## src/rtl/npc_pkg.sv

```systemverilog
// Shared encodings and defaults for the next-PC sequencer.
package npc_pkg;

    // pc_sel encodings; the remaining codes fall back to sequential flow
    localparam logic [2:0] NPC_SEQ = 3'b000;
    localparam logic [2:0] NPC_BR  = 3'b001;
    localparam logic [2:0] NPC_J   = 3'b010;
    localparam logic [2:0] NPC_JR  = 3'b011;
    localparam logic [2:0] NPC_BRN = 3'b100;

    // Sequencer FSM states
    localparam logic [0:0] S_IDLE = 1'b0;
    localparam logic [0:0] S_PEND = 1'b1;

    // Default reset PC and exception entry vector
    localparam logic [31:0] RESET_PC_DEF = 32'h0000_3000;
    localparam logic [31:0] EXC_PC_DEF   = 32'h0000_4180;

endpackage

```

## src/rtl/npc_target.sv

```systemverilog
// Combinational raw next-PC selection and redirect detection.
module npc_target
    import npc_pkg::*;
#(
    parameter int unsigned     XLEN   = 32,
    parameter int unsigned     IDX_W  = 26,
    parameter logic [XLEN-1:0] EXC_PC = EXC_PC_DEF
) (
    input  logic [XLEN-1:0]  pc_i,
    input  logic [XLEN-1:0]  pc_plus4_i,
    input  logic [2:0]       pc_sel_i,
    input  logic             cond_i,
    input  logic [IDX_W-1:0] imm_i,
    input  logic [XLEN-1:0]  gpr_i,
    input  logic             intreq_i,
    input  logic             eret_i,
    input  logic [XLEN-1:0]  epc_i,
    output logic [XLEN-1:0]  raw_tgt_o,
    output logic             redirect_o
);

    logic [XLEN-1:0] br_tgt;
    logic [XLEN-1:0] j_tgt;

    // Branch base is the branch's own pc, not pc+4
    assign br_tgt = pc_i + {{(XLEN-18){imm_i[15]}}, imm_i[15:0], 2'b00};
    assign j_tgt  = {pc_plus4_i[XLEN-1:28], imm_i, 2'b00};

    // Priority: interrupt, then eret, then pc_sel decode
    always_comb begin
        raw_tgt_o  = pc_plus4_i;
        redirect_o = 1'b0;
        if (intreq_i) begin
            raw_tgt_o  = EXC_PC;
            redirect_o = 1'b1;
        end else if (eret_i) begin
            raw_tgt_o  = epc_i;
            redirect_o = 1'b1;
        end else begin
            case (pc_sel_i)
                NPC_BR: begin
                    if (cond_i) begin
                        raw_tgt_o  = br_tgt;
                        redirect_o = 1'b1;
                    end
                end
                NPC_BRN: begin
                    if (!cond_i) begin
                        raw_tgt_o  = br_tgt;
                        redirect_o = 1'b1;
                    end
                end
                NPC_J: begin
                    raw_tgt_o  = j_tgt;
                    redirect_o = 1'b1;
                end
                NPC_JR: begin
                    raw_tgt_o  = gpr_i;
                    redirect_o = 1'b1;
                end
                default: begin
                    raw_tgt_o  = pc_plus4_i;
                    redirect_o = 1'b0;
                end
            endcase
        end
    end

endmodule

```

## src/rtl/npc_seq.sv

```systemverilog
// Fetch PC register with next-PC selection and stall-tolerant redirect buffering.
// A redirect requested while stalled is held in pend_tgt and applied on the first
// unstalled edge. Optional macro NPC_ALIGN_CHK_EN adds the adel_o misaligned-PC flag.
module npc_seq
    import npc_pkg::*;
#(
    parameter int unsigned     XLEN     = 32,
    parameter int unsigned     IDX_W    = 26,
    parameter logic [XLEN-1:0] RESET_PC = RESET_PC_DEF,
    parameter logic [XLEN-1:0] EXC_PC   = EXC_PC_DEF
) (
    input  logic             clk_i,
    input  logic             reset_i,
    input  logic             stall_i,
    input  logic [2:0]       pc_sel_i,
    input  logic             cond_i,
    input  logic [IDX_W-1:0] imm_i,
    input  logic [XLEN-1:0]  gpr_i,
    input  logic             intreq_i,
    input  logic             eret_i,
    input  logic [XLEN-1:0]  epc_i,
    output logic [XLEN-1:0]  pc_o,
    output logic [XLEN-1:0]  pc_plus4_o,
    output logic [XLEN-1:0]  npc_o,
`ifdef NPC_ALIGN_CHK_EN
    output logic             adel_o,
`endif
    output logic             pend_o
);

    logic [XLEN-1:0] pc_q, pc_d;
    logic [XLEN-1:0] pend_tgt_q, pend_tgt_d;
    logic [0:0]      state_q, state_d;
    logic [XLEN-1:0] raw_tgt;
    logic            redirect;
    logic [XLEN-1:0] rel_tgt;

`ifdef NPC_ALIGN_CHK_EN
    logic adel_q, adel_d;
    logic pc_load;
`endif

    assign pc_plus4_o = pc_q + XLEN'(4);
    assign pc_o       = pc_q;
    assign pend_o     = (state_q == S_PEND);

    // A fresh interrupt overrides the buffered target
    assign rel_tgt = intreq_i ? EXC_PC : pend_tgt_q;

    npc_target #(
        .XLEN   (XLEN),
        .IDX_W  (IDX_W),
        .EXC_PC (EXC_PC)
    ) u_npc_target (
        .pc_i       (pc_q),
        .pc_plus4_i (pc_plus4_o),
        .pc_sel_i   (pc_sel_i),
        .cond_i     (cond_i),
        .imm_i      (imm_i),
        .gpr_i      (gpr_i),
        .intreq_i   (intreq_i),
        .eret_i     (eret_i),
        .epc_i      (epc_i),
        .raw_tgt_o  (raw_tgt),
        .redirect_o (redirect)
    );

    // Next-state logic for PC, FSM and buffered redirect target
    always_comb begin
        state_d    = state_q;
        pc_d       = pc_q;
        pend_tgt_d = pend_tgt_q;
        npc_o      = raw_tgt;
`ifdef NPC_ALIGN_CHK_EN
        pc_load    = 1'b0;
`endif
        case (state_q)
            S_IDLE: begin
                if (!stall_i) begin
                    pc_d = raw_tgt;
`ifdef NPC_ALIGN_CHK_EN
                    pc_load = 1'b1;
`endif
                end else if (redirect) begin
                    pend_tgt_d = raw_tgt;
                    state_d    = S_PEND;
                end
            end
            S_PEND: begin
                npc_o = rel_tgt;
                if (stall_i) begin
                    // Only an interrupt may replace the buffered target
                    pend_tgt_d = rel_tgt;
                end else begin
                    pc_d    = rel_tgt;
                    state_d = S_IDLE;
`ifdef NPC_ALIGN_CHK_EN
                    pc_load = 1'b1;
`endif
                end
            end
            default: begin
                state_d = S_IDLE;
            end
        endcase
`ifdef NPC_ALIGN_CHK_EN
        // A misaligned PC is replaced by the exception vector regardless of stall
        if (adel_q) begin
            pc_d       = EXC_PC;
            npc_o      = EXC_PC;
            state_d    = S_IDLE;
            pend_tgt_d = '0;
            pc_load    = 1'b0;
        end
`endif
    end

`ifdef NPC_ALIGN_CHK_EN
    // Flag a non-interrupt load of a misaligned PC
    always_comb begin
        adel_d = pc_load && !intreq_i && (pc_d[1:0] != 2'b00);
    end

    // Misaligned-fetch flag register
    always_ff @(posedge clk_i or posedge reset_i) begin
        if (reset_i) begin
            adel_q <= 1'b0;
        end else begin
            adel_q <= adel_d;
        end
    end

    assign adel_o = adel_q;
`endif

    // PC, FSM state and buffered target registers
    always_ff @(posedge clk_i or posedge reset_i) begin
        if (reset_i) begin
            pc_q       <= RESET_PC;
            state_q    <= S_IDLE;
            pend_tgt_q <= '0;
        end else begin
            pc_q       <= pc_d;
            state_q    <= state_d;
            pend_tgt_q <= pend_tgt_d;
        end
    end

endmodule

```

## config.mk

```make
export PLATFORM = sky130hd
export DESIGN_NAME = npc_seq
export DESIGN_NICKNAME = d
export VERILOG_FILES = /design/src/rtl/npc_pkg.sv /design/src/rtl/npc_target.sv /design/src/rtl/npc_seq.sv
export SDC_FILE = /design/constraint.sdc
export NUM_CORES = 1
export LEC_CHECK = 0
export ABC_AREA = 1
export CAP_MARGIN = 10
export CORE_UTILIZATION = 45
export CTS_BUF_LIST = sky130_fd_sc_hd__clkbuf_16
export DETAILED_ROUTE_END_ITERATION = 10
export PLACE_DENSITY = 0.76
export REMOVE_ABC_BUFFERS = 1
export SLEW_MARGIN = 10
export SYNTH_ARGS = -nofsm -noshare
export SYNTH_HDL_FRONTEND = slang
export SYNTH_SLANG_ARGS = --single-unit
export TNS_END_PERCENT = 10
```

## constraint.sdc

```tcl
create_clock -name clk_i -period 2.6 [get_ports clk_i]
set_input_delay 0.26 -clock clk_i [delete_from_list [all_inputs] [get_ports clk_i]]
set_output_delay 0.26 -clock clk_i [all_outputs]
set_load 0.02 [all_outputs]
```

## Word-level counts from Yosys, hierarchy flattened

Cells that the tools add are included.

| storage, ports and cells | value |
|---|---|
| input port bits | 99 |
| register bits after elaboration | 65 |
| word-level logic and storage cells | 41 |

| operators by class | value |
|---|---|
| reduce and logical (&&, ||, !) cells | 3 |
| $add $sub $neg | 2 |
| bitwise logic cells | 1 |
| multiplexer cells | 23 |
| equality and inequality tests | 9 |

Operator list:

| operator | count |
|---|---|
| 32-bit two-way mux | 11 |
| 32-bit case mux with 2 select lines | 2 |
| 32-bit case mux with 4 select lines | 1 |
| 32-bit by 3-bit adder with 32-bit output (second input constant) | 1 |
| 32-bit adder | 1 |
| 2-bit != test (second input constant) | 5 |
| 1-bit two-way mux | 7 |
| 3-bit by 2-bit == test with 1-bit output (second input constant) | 2 |
| 3-bit by 1-bit == test with 1-bit output (second input constant) | 1 |
| 3-bit == test (second input constant) | 1 |
| 1-bit case mux with 3 select lines | 1 |
| 3-bit AND reduction | 1 |
| 1-bit case mux with 2 select lines | 1 |
| 2-bit AND reduction | 1 |
| 2-bit OR reduction | 1 |
| 1-bit NOT | 1 |

## Longest topological paths before layout

Gate-level depths: netlist of run 1.

| depth | value |
|---|---|
| word-level depth | 8 |
| gate-level depth with buffers | 18 |

## Modules after synthesis

A second synthesis of run 1 with hierarchy kept.

| unflattened totals | value |
|---|---|
| cells, all modules | 1250 |
| area, all modules | 7253.2 sq um |

Modules (own cells, without submodules):

| module | area an instance (sq um) | cells each | sequential area each (sq um) | instances |
|---|---|---|---|---|
| npc_seq | 3756.1 | 506 | 1629.1 | 1 |
| npc_target | 3497.1 | 744 | 0.0 | 1 |

## Least setup slack after synthesis of run 1

No wires, ideal clock.

| timing | value |
|---|---|
| path kind | flip-flop to output port |
| start point | register pc_q[2], in the netlist pc_o[2] |
| end point | output npc_o[28] |
| arrival time | 2510 ps |
| path slack | -170 ps |
| required time | 2340 ps |
| stages on the path, launching flop included | 12 |
| cells stage by stage | dfrtp_1 > ha_1 > nand3_2 > inv_2 > nand2_2 > nor2_2 > nand2_1 > xnor2_1 > nand2_1 > nand3_1 > nand2_1 > a21boi_0 |

| on the way | value |
|---|---|
| word-level cells in the longest chain between the ends | 6 |
| elaborated cells on any way between the ends | 8 |
| classes of those cells | add/sub (2); mux (6) |

RTL lines:

| element | RTL line | text |
|---|---|---|
| start, declared | npc_seq.sv:31 | `logic [XLEN-1:0] pc_q, pc_d;` |
| start signal, assigned | npc_seq.sv:143 | `pc_q <= pc_d;` |
| 32-bit by 3-bit adder with 32-bit output (*) | npc_seq.sv:43 | `assign pc_plus4_o = pc_q + XLEN'(4);` |
| via pc_plus4_o[28] | npc_seq.sv:23 | `output logic [XLEN-1:0] pc_plus4_o,` |
| 32-bit two-way mux, on equally long branches | npc_target.sv:48, npc_target.sv:42 |  |
| 32-bit case mux with 4 select lines (*) | npc_target.sv:40 | `case (pc_sel_i)` |
| 32-bit two-way mux (*) | npc_target.sv:36 | `end else if (eret_i) begin` |
| 32-bit two-way mux (*) | npc_target.sv:33 | `if (intreq_i) begin` |
| 32-bit two-way mux (*) | npc_seq.sv:77 | `case (state_q)` |
| end, declared | npc_seq.sv:24 | `output logic [XLEN-1:0] npc_o,` |

Mark *: on every way through the listed nets, which the timed path passes. The rest lies on a longest branch.

## Final worst setup path of run 1

| timing | value |
|---|---|
| start point | register pc_q[12], in the netlist pc_o[12] |
| end point | output npc_o[14] |

| on the way | value |
|---|---|
| word-level cells in the longest chain between the ends | 6 |
| elaborated cells on any way between the ends | 8 |
| classes of those cells | add/sub (2); mux (6) |

RTL lines:

| element | RTL line |
|---|---|
| 32-bit adder / 32-bit by 3-bit adder with 32-bit output (equally long branches) | npc_target.sv:26, npc_seq.sv:43 |
| 32-bit two-way mux, on equally long branches | npc_target.sv:48, npc_target.sv:42 |
| 32-bit case mux with 4 select lines (*) | npc_target.sv:40 |
| 32-bit two-way mux (*) | npc_target.sv:36 |
| 32-bit two-way mux (*) | npc_target.sv:33 |
| 32-bit two-way mux (*) | npc_seq.sv:77 |

Every way passes the cells marked *; elsewhere a longest branch is shown, timed or not.

==> results_dict.tcl, run 1 <==
set metrics [dict create \
    ctsHoldBuffers 0 \
    fin_nets 1736 \
    layout-drive-gt1-share_pct 33.6 \
    design_area_um2 12300 \
    coreArea_um2 15300 \
    die_h_um 127 \
    finalWorstSetupSlack_ns -0.258 \
    start_util_pct 46.4 \
    syn_area_um2 7090 \
    fp.dieArea_um2 16300 \
    drv_cap 0 \
    chipWidth_um 127 \
    syn_to_final_growth_pct 73.9 \
    hold_path.class "in -> async" \
    drt_wl_total_um 34300 \
    end_kind "primary output" \
    grt_pass1_wl_um 50400 \
    pin_count 196 \
    placed_cell_area_um2 10800 \
    finClkSkew_ns 0.00971 \
    synth_seq_cells 65 \
    antenna_cells 0 \
    finalHoldViolations 0 \
    syn_area_per_cell_um2 5.81 \
    critPathArrivalTime_ns 2.60 \
    setup_tns_ns -4.57 \
    grt_max_degree 40 \
    slowest_stage "dfstp_2" \
    vias 10200 \
    finalNonFillerCells 1822 \
    peakVddDrop_mv 0.438 \
    cts-buffers-inserted 9 \
    ant_nets 0 \
    dr.pass1.iters 6 \
    antenna_found_initial 0 \
    synth_top_area_share_pct 26.4 \
    startpoint "pc_o[12]$_DFFE_PP1P_" \
    yosysTopAreaCell "nand2_1" \
    path_max_fanout 3 \
    grt_pass1_vias 9528 \
    synth.area.top_cells "nand2_1 (26%), dfrtp_1 (22%), inv_1 (8.2%)" \
    hpwl_um 25300 \
    slew_viol_final 0 \
    cts_sinks 65 \
    worst_r2r_startpoint "pc_o[6]$_DFFE_PP0P_" \
    fin_hold_ws_ns 0.312 \
    yosysWarnings 0 \
    cts_root_buf "clkbuf_16" \
    yosysUniqueCellTypes 48 \
    clk_latency_ns 0.34 \
    synth-edff-count 0 \
    cts_buffer_depth 2 \
    gp_congestion 0.966 \
    period_share_pct 110 \
    rows 45 \
    grt_overflow 0 \
    first_iter_violations 1079 \
    fill_cells 1074 \
    rsz0062_at_grt "yes" \
    drc_errors 0 \
    start_kind "flop" \
    critical_path_class "reg -> out" \
    leakagePower_nw 6.45 \
    finalCriticalPeriod_ns 2.86 \
    io_buffers 195 \
    grt_use_total_pct 40.5 \
    status "finished with violations" \
    cpPeakStageDelay_ns 0.59 \
    path_common_cell "buf_6" \
    failed_checks "setup timing" \
    synth-async-reset-ratio_pct 100 \
    ys.flop_type "dfrtp_1" \
    p_per_area_nw_per_um2 473 \
    max_clock_freq_ghz 0.350 \
    utilization_pct 80.8 \
    ys_seq_area_share_pct 23.0 \
    avgRoutedWirePerCell_um 18.8 \
    tightest_slew_ns 0.602 \
    worstPathCellList "ha_4 -> buf_6 -> nand2_4 -> inv_2 -> a21oi_2 -> nand3_4 -> buf_6 -> a21oi_2 -> o21ai_1 -> nand2_1 -> nor2_2 -> o21ai_2 -> buf_6" \
    relSlewSlack_pct 59.8 \
    setup-violations-final 31 \
    h-tree-depth 3 \
    netlist_instances 1220 \
    required_ns 2.34 \
    cts_tree "done" \
    dp.cells 1796 \
    routed_via_density 5.59 \
    clk_pin_slew_ns 0.06 \
]
[synthesized netlist by cell type, types with 3 or more instances]
cell type,n
nor2_2,4
nor2_1,83
a21oi_2,4
o21ai_1,5
nand3_1,113
xor2_1,19
clkbuf_1,27
o21ai_0,27
nand4_1,13
inv_1,154
a22oi_1,26
and2_1,3
a21boi_0,14
dfrtp_1,63
buf_2,7
o211ai_1,10
nand2_1,499
inv_2,8
ha_1,30
a21oi_1,58
xnor2_1,11
nor3_1,8
[layer usage]
metal | GRT usage (%) | share of wire (%) | up-vias
met1 | 52.6 | 39 | 4715
met2 | 67.2 | 46 | 686
met5 | 0 | 0 | -
met4 | 16.2 | 4.6 | 0
li1 | - | - | 4662
met3 | 6.24 | 10 | 126
[timing repair]
action                                  4_1_cts  5_1_grt
endpoints found under the setup margin       58       46
buffers inserted                              4        5
gates resized for setup                     299      189
cloned                                        1        0
pin swaps                                    21       58
[logic make-up after synthesis]
kind of cell    count (synthesis)  share of synthesized area (%)
flops                          65                           23.0
fa+ha+maj                      31                           5.58
buf+inv                       202                           11.0
simple gates                  734                           42.7
xor+xnor                       31                           3.94
compound gates                157                           13.8
[per-stage QoR]
step	power (W)	worst slack, ns
after detailed placement	0.00394	-0.911
after global routing	0.00606	-0.313
after floorplan	0.00249	-0.181
final	0.00582	-0.258
after CTS	0.00546	-0.273
after global placement	0.00390	-0.902
[registers in the layout, indices dropped and copies added (netlist names)]
register	cells
pc_o	32
pend_tgt_q	32
pend_o	1
[worst max-delay path: cells and delay by family, from the launching register on]
kind / cells / cell delay [ns]
buffers and inverters: 4 / 0.47
and+or+nand+nor: 4 / 0.44
DFF: 1 / 0.59
AOI/OAI and AO/OA: 4 / 0.53
adders and majority gates: 1 / 0.24
[area by class of cell]
cell class | count | area, um^2 | area share (%)
flip-flops and latches | 65 | 1640 | 13.3
clock inverters | 7 | 101 | 0.822
repair buffers | 414 | 3670 | 29.8
multi-input cells | 953 | 5820 | 47.2
inverters | 163 | 612 | 4.96
well taps | 211 | 264 | 2.14
clock buffers | 9 | 225 | 1.83
[final timing paths]
path,cells after the start,slack [ns],endpoint
worst max-delay path,13,-0.26,npc_o[14]
worst min-delay path,2,0.31,pend_tgt_q[31]$_DFFE_PP0P_
worst max register to register,18,-0.10,pc_o[14]$_DFFE_PP0P_
worst min register to register,2,0.48,pend_tgt_q[2]$_DFFE_PP0P_
max in group asynchronous,3,1.63,pc_o[11]$_DFFE_PP0P_
min in group clk_i,2,0.48,pend_tgt_q[2]$_DFFE_PP0P_
[where the power goes]
group | internal (W) | leakage [nW] | total, W | switching [W]
clock | 0.000850 | 0.153 | 0.00137 | 0.000518
combinational | 0.00141 | 5.47 | 0.00320 | 0.00179
sequential | 0.00113 | 0.827 | 0.00126 | 0.000127
[cell usage in the layout, fill, tap and decap left out, types with 4 or more instances in the layout]
cell,synthesis,final
dlygate4sd2_1,0,7
a21oi_2,4,19
xnor2_2,0,5
o21ai_1,5,7
inv_2,8,16
buf_12,0,8
xnor2_1,11,6
nor2_1,83,57
buf_6,1,19
inv_1,154,146
xor2_2,1,7
nand3_2,1,36
a21boi_1,1,4
nor2_4,1,8
o211ai_1,10,10
nand2_4,0,9
nand2_1,499,431
a21boi_2,1,12
nand4_1,13,13
dlymetal6s2s_1,0,13
a21oi_1,58,42
xor2_1,19,13
a22oi_1,26,26
ha_4,0,26
nor2_2,4,23
nor3_1,8,5
nand3_4,1,7
o21ai_0,27,24
nand3_1,113,72
clkdlybuf4s50_1,0,126
dfrtp_2,0,8
nand2_2,1,60
clkbuf_16,0,9
buf_4,2,237
dfrtp_1,63,55
(Power assumes the default switching activity.)
==> run 2, diff against run 1 <==
Settings changed: CORE_UTILIZATION 45 to 40, PLACE_DENSITY 0.76 to 0.69.
==> results_dict.tcl, run 2 (same netlist as run 1, synthesis figures left out) <==
set metrics [dict create \
    status "finished with violations" \
    failed_checks "setup timing" \
    r2r_cells 18 \
    finalCriticalPeriod_ns 2.82 \
    tightest_slew_ns 0.594 \
    path_common_cell "nand2_1" \
    clk_latency_ns 0.34 \
    gp_congestion 0.994 \
    slowest_stage "dfrtp_2" \
    cts_tree "done" \
    dp.cells 1807 \
    avgRoutedWirePerCell_um 17.9 \
    fp.dieArea_um2 18300 \
    chipWidth_um 135 \
    fin_nets 1735 \
    peakVddDrop_mv 0.394 \
    dr.pass1.iters 6 \
    grt_use_total_pct 35.9 \
    pin_count 196 \
    rsz0062_at_grt "yes" \
    drt_wl_total_um 32800 \
    routed_via_density 5.29 \
    grt_overflow 0 \
    cp_num_buf_inv 3 \
    power_switching_w 0.00235 \
    layout-drive-gt1-share_pct 32.4 \
    rows 48 \
    reg2reg_slack_ns 0.10 \
    h-tree-depth 3 \
    max_clock_freq_ghz 0.354 \
    vias 9714 \
    first_iter_violations 758 \
    clk_pin_slew_ns 0.06 \
    setup_tns_ns -3.57 \
    cts_sinks 65 \
    clockPowerShare_pct 24.6 \
    worstPathCellList "ha_4 -> buf_4 -> nand2_1 -> nand2_1 -> nand2_1 -> nand2_1 -> nand2_1 -> nand3_2 -> buf_4 -> a21oi_2 -> o21ai_1 -> nand2_1 -> nor2_2 -> o21ai_2 -> buf_6" \
    antenna_cells 0 \
    utilization_pct 70.6 \
    hpwl_um 25400 \
    intPower_w 0.00346 \
    timing.rr.end "pc_o[14]$_DFFE_PP0P_" \
    hold_path.class "in -> async" \
    io_buffers 195 \
    seq_power_share_pct 21.6 \
    fill_cells 1520 \
    die_h_um 135 \
    final_cell_mix "nand2_1 (443), buf_4 (239), inv_1 (149), clkdlybuf4s50_1 (127), nand3_1 (73)" \
    netSwitchingFraction_pct 40.4 \
    fin_hold_ws_ns 0.297 \
    relSlewSlack_pct 60.3 \
    final_common_cell "nand2_1" \
    ant_nets 0 \
    required_ns 2.34 \
    grt_pass1_wl_um 49500 \
    cts-buffers-inserted 9 \
    grt_max_degree 66 \
    finalWorstSetupSlack_ns -0.223 \
    finalHoldViolations 0 \
    critPathArrivalTime_ns 2.56 \
    crit_family "simple AND/OR/NAND/NOR gates" \
    slew_viol_final 0 \
    antenna_found_initial 0 \
    start_kind "flop" \
    critical_path_class "reg -> out" \
    finalNonFillerCells 1835 \
    setup-violations-final 28 \
    end_kind "primary output" \
    cpPeakStageDelay_ns 0.45 \
    syn_to_final_growth_pct 72.4 \
    drv_cap 0 \
    cts_root_buf "clkbuf_16" \
    comb_power_share_pct 53.7 \
    p_per_area_nw_per_um2 475 \
    leakagePower_nw 6.30 \
    start_util_pct 41.0 \
    coreArea_um2 17300 \
    period_share_pct 109 \
    path_max_fanout 3 \
    worst_r2r_startpoint "pc_o[7]$_DFFE_PP0P_" \
    drc_errors 0 \
    ctsHoldBuffers 0 \
    cts_buffer_depth 2 \
    grt_pass1_vias 9177 \
    finClkSkew_ns 0.00418 \
]
[run 2: metal layers]
metal	track usage, %	part of all wire (%)	up-vias
met5	0	0	-
met4	8.24	1.8	0
met3	4.13	6.6	43
met2	59.0	47	426
met1	50.1	45	4580
li1	-	-	4665
[run 2: through the flow]
stage          area [um^2]  total power (W)  worst slack [ns]
2_1_floorplan         6920          0.00249            -0.181
3_3_place_gp         10800          0.00390            -0.927
3_5_place_dp         10800          0.00392            -0.913
4_1_cts              11800          0.00558            -0.226
5_1_grt              12200          0.00609            -0.330
6_report             12200          0.00581            -0.223
[run 2: timing repair]
item / 4_1_cts / 5_1_grt
setup endpoints to repair: 60 / 50
hold endpoints to repair: 0 / 0
gates resized for setup: 355 / 117
pin swaps: 35 / 38
cloned: 1 / 0
buffers inserted: 6 / 5
[run 2: worst max path at each step]
stage	end	slack, ns	start	cells after the start
after detailed placement	npc_o[29]	-0.91	imm_i[15]	15
after CTS	npc_o[13]	-0.23	pc_o[12]$_DFFE_PP1P_	13
after floorplan	npc_o[28]	-0.18	pc_o[2]$_DFFE_PP0P_	11
after global routing	npc_o[30]	-0.33	pc_o[7]$_DFFE_PP0P_	15
after global placement	npc_o[21]	-0.93	imm_i[15]	14
final	npc_o[14]	-0.22	pc_o[7]$_DFFE_PP0P_	15
[run 2: power by group through the flow]
stage                     sequential, W  clock [W]  combinational (W)
final                           0.00126    0.00143            0.00312
after global routing            0.00126    0.00148            0.00334
after CTS                       0.00125    0.00143            0.00291
after detailed placement        0.00124          0            0.00268
after global placement          0.00124          0            0.00267
after floorplan                 0.00133          0            0.00116
[run 2: area by class of cell]
type | count | area [um^2] | share of cell area, %
clock buffers | 9 | 225 | 1.84
clock inverters | 7 | 119 | 0.973
inverters | 163 | 614 | 5.03
multi-input cells | 953 | 5730 | 46.9
flip-flops and latches | 65 | 1640 | 13.5
well taps | 225 | 282 | 2.30
repair buffers | 413 | 3600 | 29.5
[run 2: tightest hold or removal path, stage by stage]
cell and delay, ns:
clkdlybuf4s50_1 0.41, inv_2 0.07, buf_12 0.30
==> run 3, diff against run 2 <==
Settings changed: CELL_PAD_IN_SITES_DETAIL_PLACEMENT set to 2, CELL_PAD_IN_SITES_GLOBAL_PLACEMENT set to 2, CORE_UTILIZATION 40 to 25, PLACE_DENSITY 0.69 to not set, PLACE_DENSITY_LB_ADDON set to 0.1.
==> results_dict.tcl, run 3 (same netlist as run 1, synthesis figures left out) <==
set metrics [dict create \
    rows 61 \
    worst_r2r_startpoint "pc_o[5]$_DFFE_PP0P_" \
    total_power_w 0.00636 \
    slew_viol_final 0 \
    antenna_found_initial 3 \
    endpoint "npc_o[24]" \
    crit_cells 16 \
    critical_path_class "reg -> out" \
    pin_count 196 \
    status "finished with violations" \
    peakVddDrop_mv 0.459 \
    tightest_slew_ns 0.656 \
    setup-violations-final 73 \
    finalHoldViolations 0 \
    die_h_um 170 \
    ctsHoldBuffers 0 \
    path_common_cell "nand2_1" \
    drv_cap 0 \
    worstPathCellList "ha_4 -> buf_4 -> nand2_1 -> nand2_2 -> inv_2 -> nand2_2 -> inv_1 -> nand2_1 -> nand2_1 -> nand3_1 -> nand2_1 -> nand3_2 -> nand3_1 -> nand2_2 -> a21boi_2 -> buf_4" \
    hold_path.class "in -> async" \
    finClkSkew_ns 0.0159 \
    relSlewSlack_pct 56.2 \
    finalNonFillerCells 2028 \
    finalWorstSetupSlack_ns -0.618 \
    finalCriticalPeriod_ns 3.22 \
    grt_max_degree 66 \
    reg2reg_slack_ns -0.42 \
    avgRoutedWirePerCell_um 29.5 \
    setup_tns_ns -16.49 \
    cts-buffers-inserted 9 \
    clk_pin_slew_ns 0.07 \
    cts_root_buf "clkbuf_16" \
    h-tree-depth 3 \
    p_per_area_nw_per_um2 486 \
    seq_power_share_pct 20.4 \
    drc_errors 0 \
    fp.dieArea_um2 29000 \
    clk_latency_ns 0.36 \
    max_clock_freq_ghz 0.311 \
    coreArea_um2 27900 \
    layout-drive-gt1-share_pct 38.5 \
    cts_buffer_depth 2 \
    final_common_cell "nand2_1" \
    intPower_w 0.00340 \
    critPathArrivalTime_ns 2.96 \
    first_iter_violations 729 \
    dr_wl_met3_um 3720 \
    grt_pass1_wl_um 77200 \
    period_share_pct 124 \
    grt_use_total_pct 36.1 \
    cts_tree "done" \
    startpoint "pc_o[15]$_DFFE_PP0P_" \
    drt_wl_total_um 59900 \
    ant_nets 0 \
    gp_congestion 0.898 \
    leakagePower_nw 6.60 \
    failed_checks "setup timing" \
    chipWidth_um 170 \
    io_buffers 195 \
    r2r_cells 14 \
    rsz0062_at_grt "yes" \
    clockPowerShare_pct 19.8 \
    power_switching_w 0.00297 \
    cpPeakStageDelay_ns 0.47 \
    fin_nets 1775 \
    required_ns 2.34 \
    start_util_pct 25.4 \
    vias 11200 \
    hpwl_um 34600 \
    wl_met2_um 29300 \
    syn_to_final_growth_pct 84.7 \
    crit_family "simple AND/OR/NAND/NOR gates" \
    dr.pass1.iters 5 \
    comb_power_share_pct 59.8 \
    routed_via_density 5.51 \
    grt_overflow 0 \
    end_kind "primary output" \
    top_layer_used "met5" \
    cts_sinks 65 \
    netSwitchingFraction_pct 46.6 \
    utilization_pct 47.0 \
    slowest_stage "dfrtp_2" \
    cp_num_buf_inv 4 \
    dp.cells 1991 \
    final_cell_mix "nand2_1 (409), buf_4 (277), inv_1 (145), clkdlybuf4s50_1 (123), nand2_2 (76)" \
    path_max_fanout 3 \
    start_kind "flop" \
    timing.rr.end "pc_o[8]$_DFFE_PP0P_" \
    grt_pass1_vias 12100 \
    wl_met1_um 23100 \
]
==> run 3: cell types whose count changed in the layout (fill, tap and decap cells not counted), moves of 6 or more <==
cell / before / now
dfrtp_2: 11 / 17
buf_6: 14 / 20
nor2_4: 7 / 17
buf_4: 239 / 277
nand2_1: 443 / 409
nand2_4: 9 / 15
nor2_1: 59 / 46
dfrtp_1: 52 / 46
nand2_2: 48 / 76
nand3_4: 6 / 12
==> run 3: cell type report <==
| type | instances | area (um^2) |
|---|---|---|
| antenna | 1 | 2.50 |
| clock buffer | 9 | 225 |
| clock inverter | 6 | 51.3 |
| fill | 3230 | 14800 |
| inverter | 163 | 612 |
| multi-input combinational | 953 | 6120 |
| sequential | 65 | 1650 |
| tap | 378 | 473 |
| timing repair buffer | 453 | 3960 |
==> run 3: worst min-delay path by stage <==
stage	start	end	depth (start not counted)	slack, ns
5_1_grt	reset_i	pc_o[24]$_DFFE_PP0P_	3	0.37
6_report	reset_i	pc_o[24]$_DFFE_PP0P_	3	0.31
4_1_cts	reset_i	pend_tgt_q[31]$_DFFE_PP0P_	3	0.35
3_3_place_gp	pend_tgt_q[10]$_DFFE_PP0P_	pend_tgt_q[10]$_DFFE_PP0P_	2	0.46
3_5_place_dp	pend_tgt_q[9]$_DFFE_PP0P_	pend_tgt_q[9]$_DFFE_PP0P_	2	0.47
2_1_floorplan	stall_i	pc_o[12]$_DFFE_PP1P_	2	0.36
==> run 3: power by group through the flow <==
stage               clock network, W  logic, W  registers, W
floorplan                          0   0.00116       0.00133
global placement                   0   0.00279       0.00125
detailed placement                 0   0.00288       0.00126
CTS                          0.00122   0.00323       0.00127
global route                 0.00128   0.00394       0.00130
finish                       0.00126   0.00380       0.00130
==> run 3: worst min-delay path: cells and delay by family <==
kind                   cells  cell delay, ns
buffers and inverters      3            0.81
==> run 3: layer usage <==
metal,track usage (%),up-vias
met4,15.0,4
met2,64.8,544
met3,4.07,251
li1,-,4714
met5,0,-
met1,43.5,5659
==> run 3: timing repair <==
action                                  CTS  global route
gates resized for setup                 454           141
pin swaps                                56            48
gates cloned                              1             0
buffers inserted                         10            10
endpoints found under the setup margin   85            86
==> run 3: through the flow <==
stage / setup slack, ns / hold slack (ns) / instance area [um^2]
2_1_floorplan: -0.181 / 0.356 / 6920
3_3_place_gp: -1.11 / 0.456 / 11200
3_5_place_dp: -1.16 / 0.470 / 11200
4_1_cts: -0.363 / 0.346 / 12500
5_1_grt: -0.650 / 0.366 / 13100
6_report: -0.618 / 0.309 / 13100
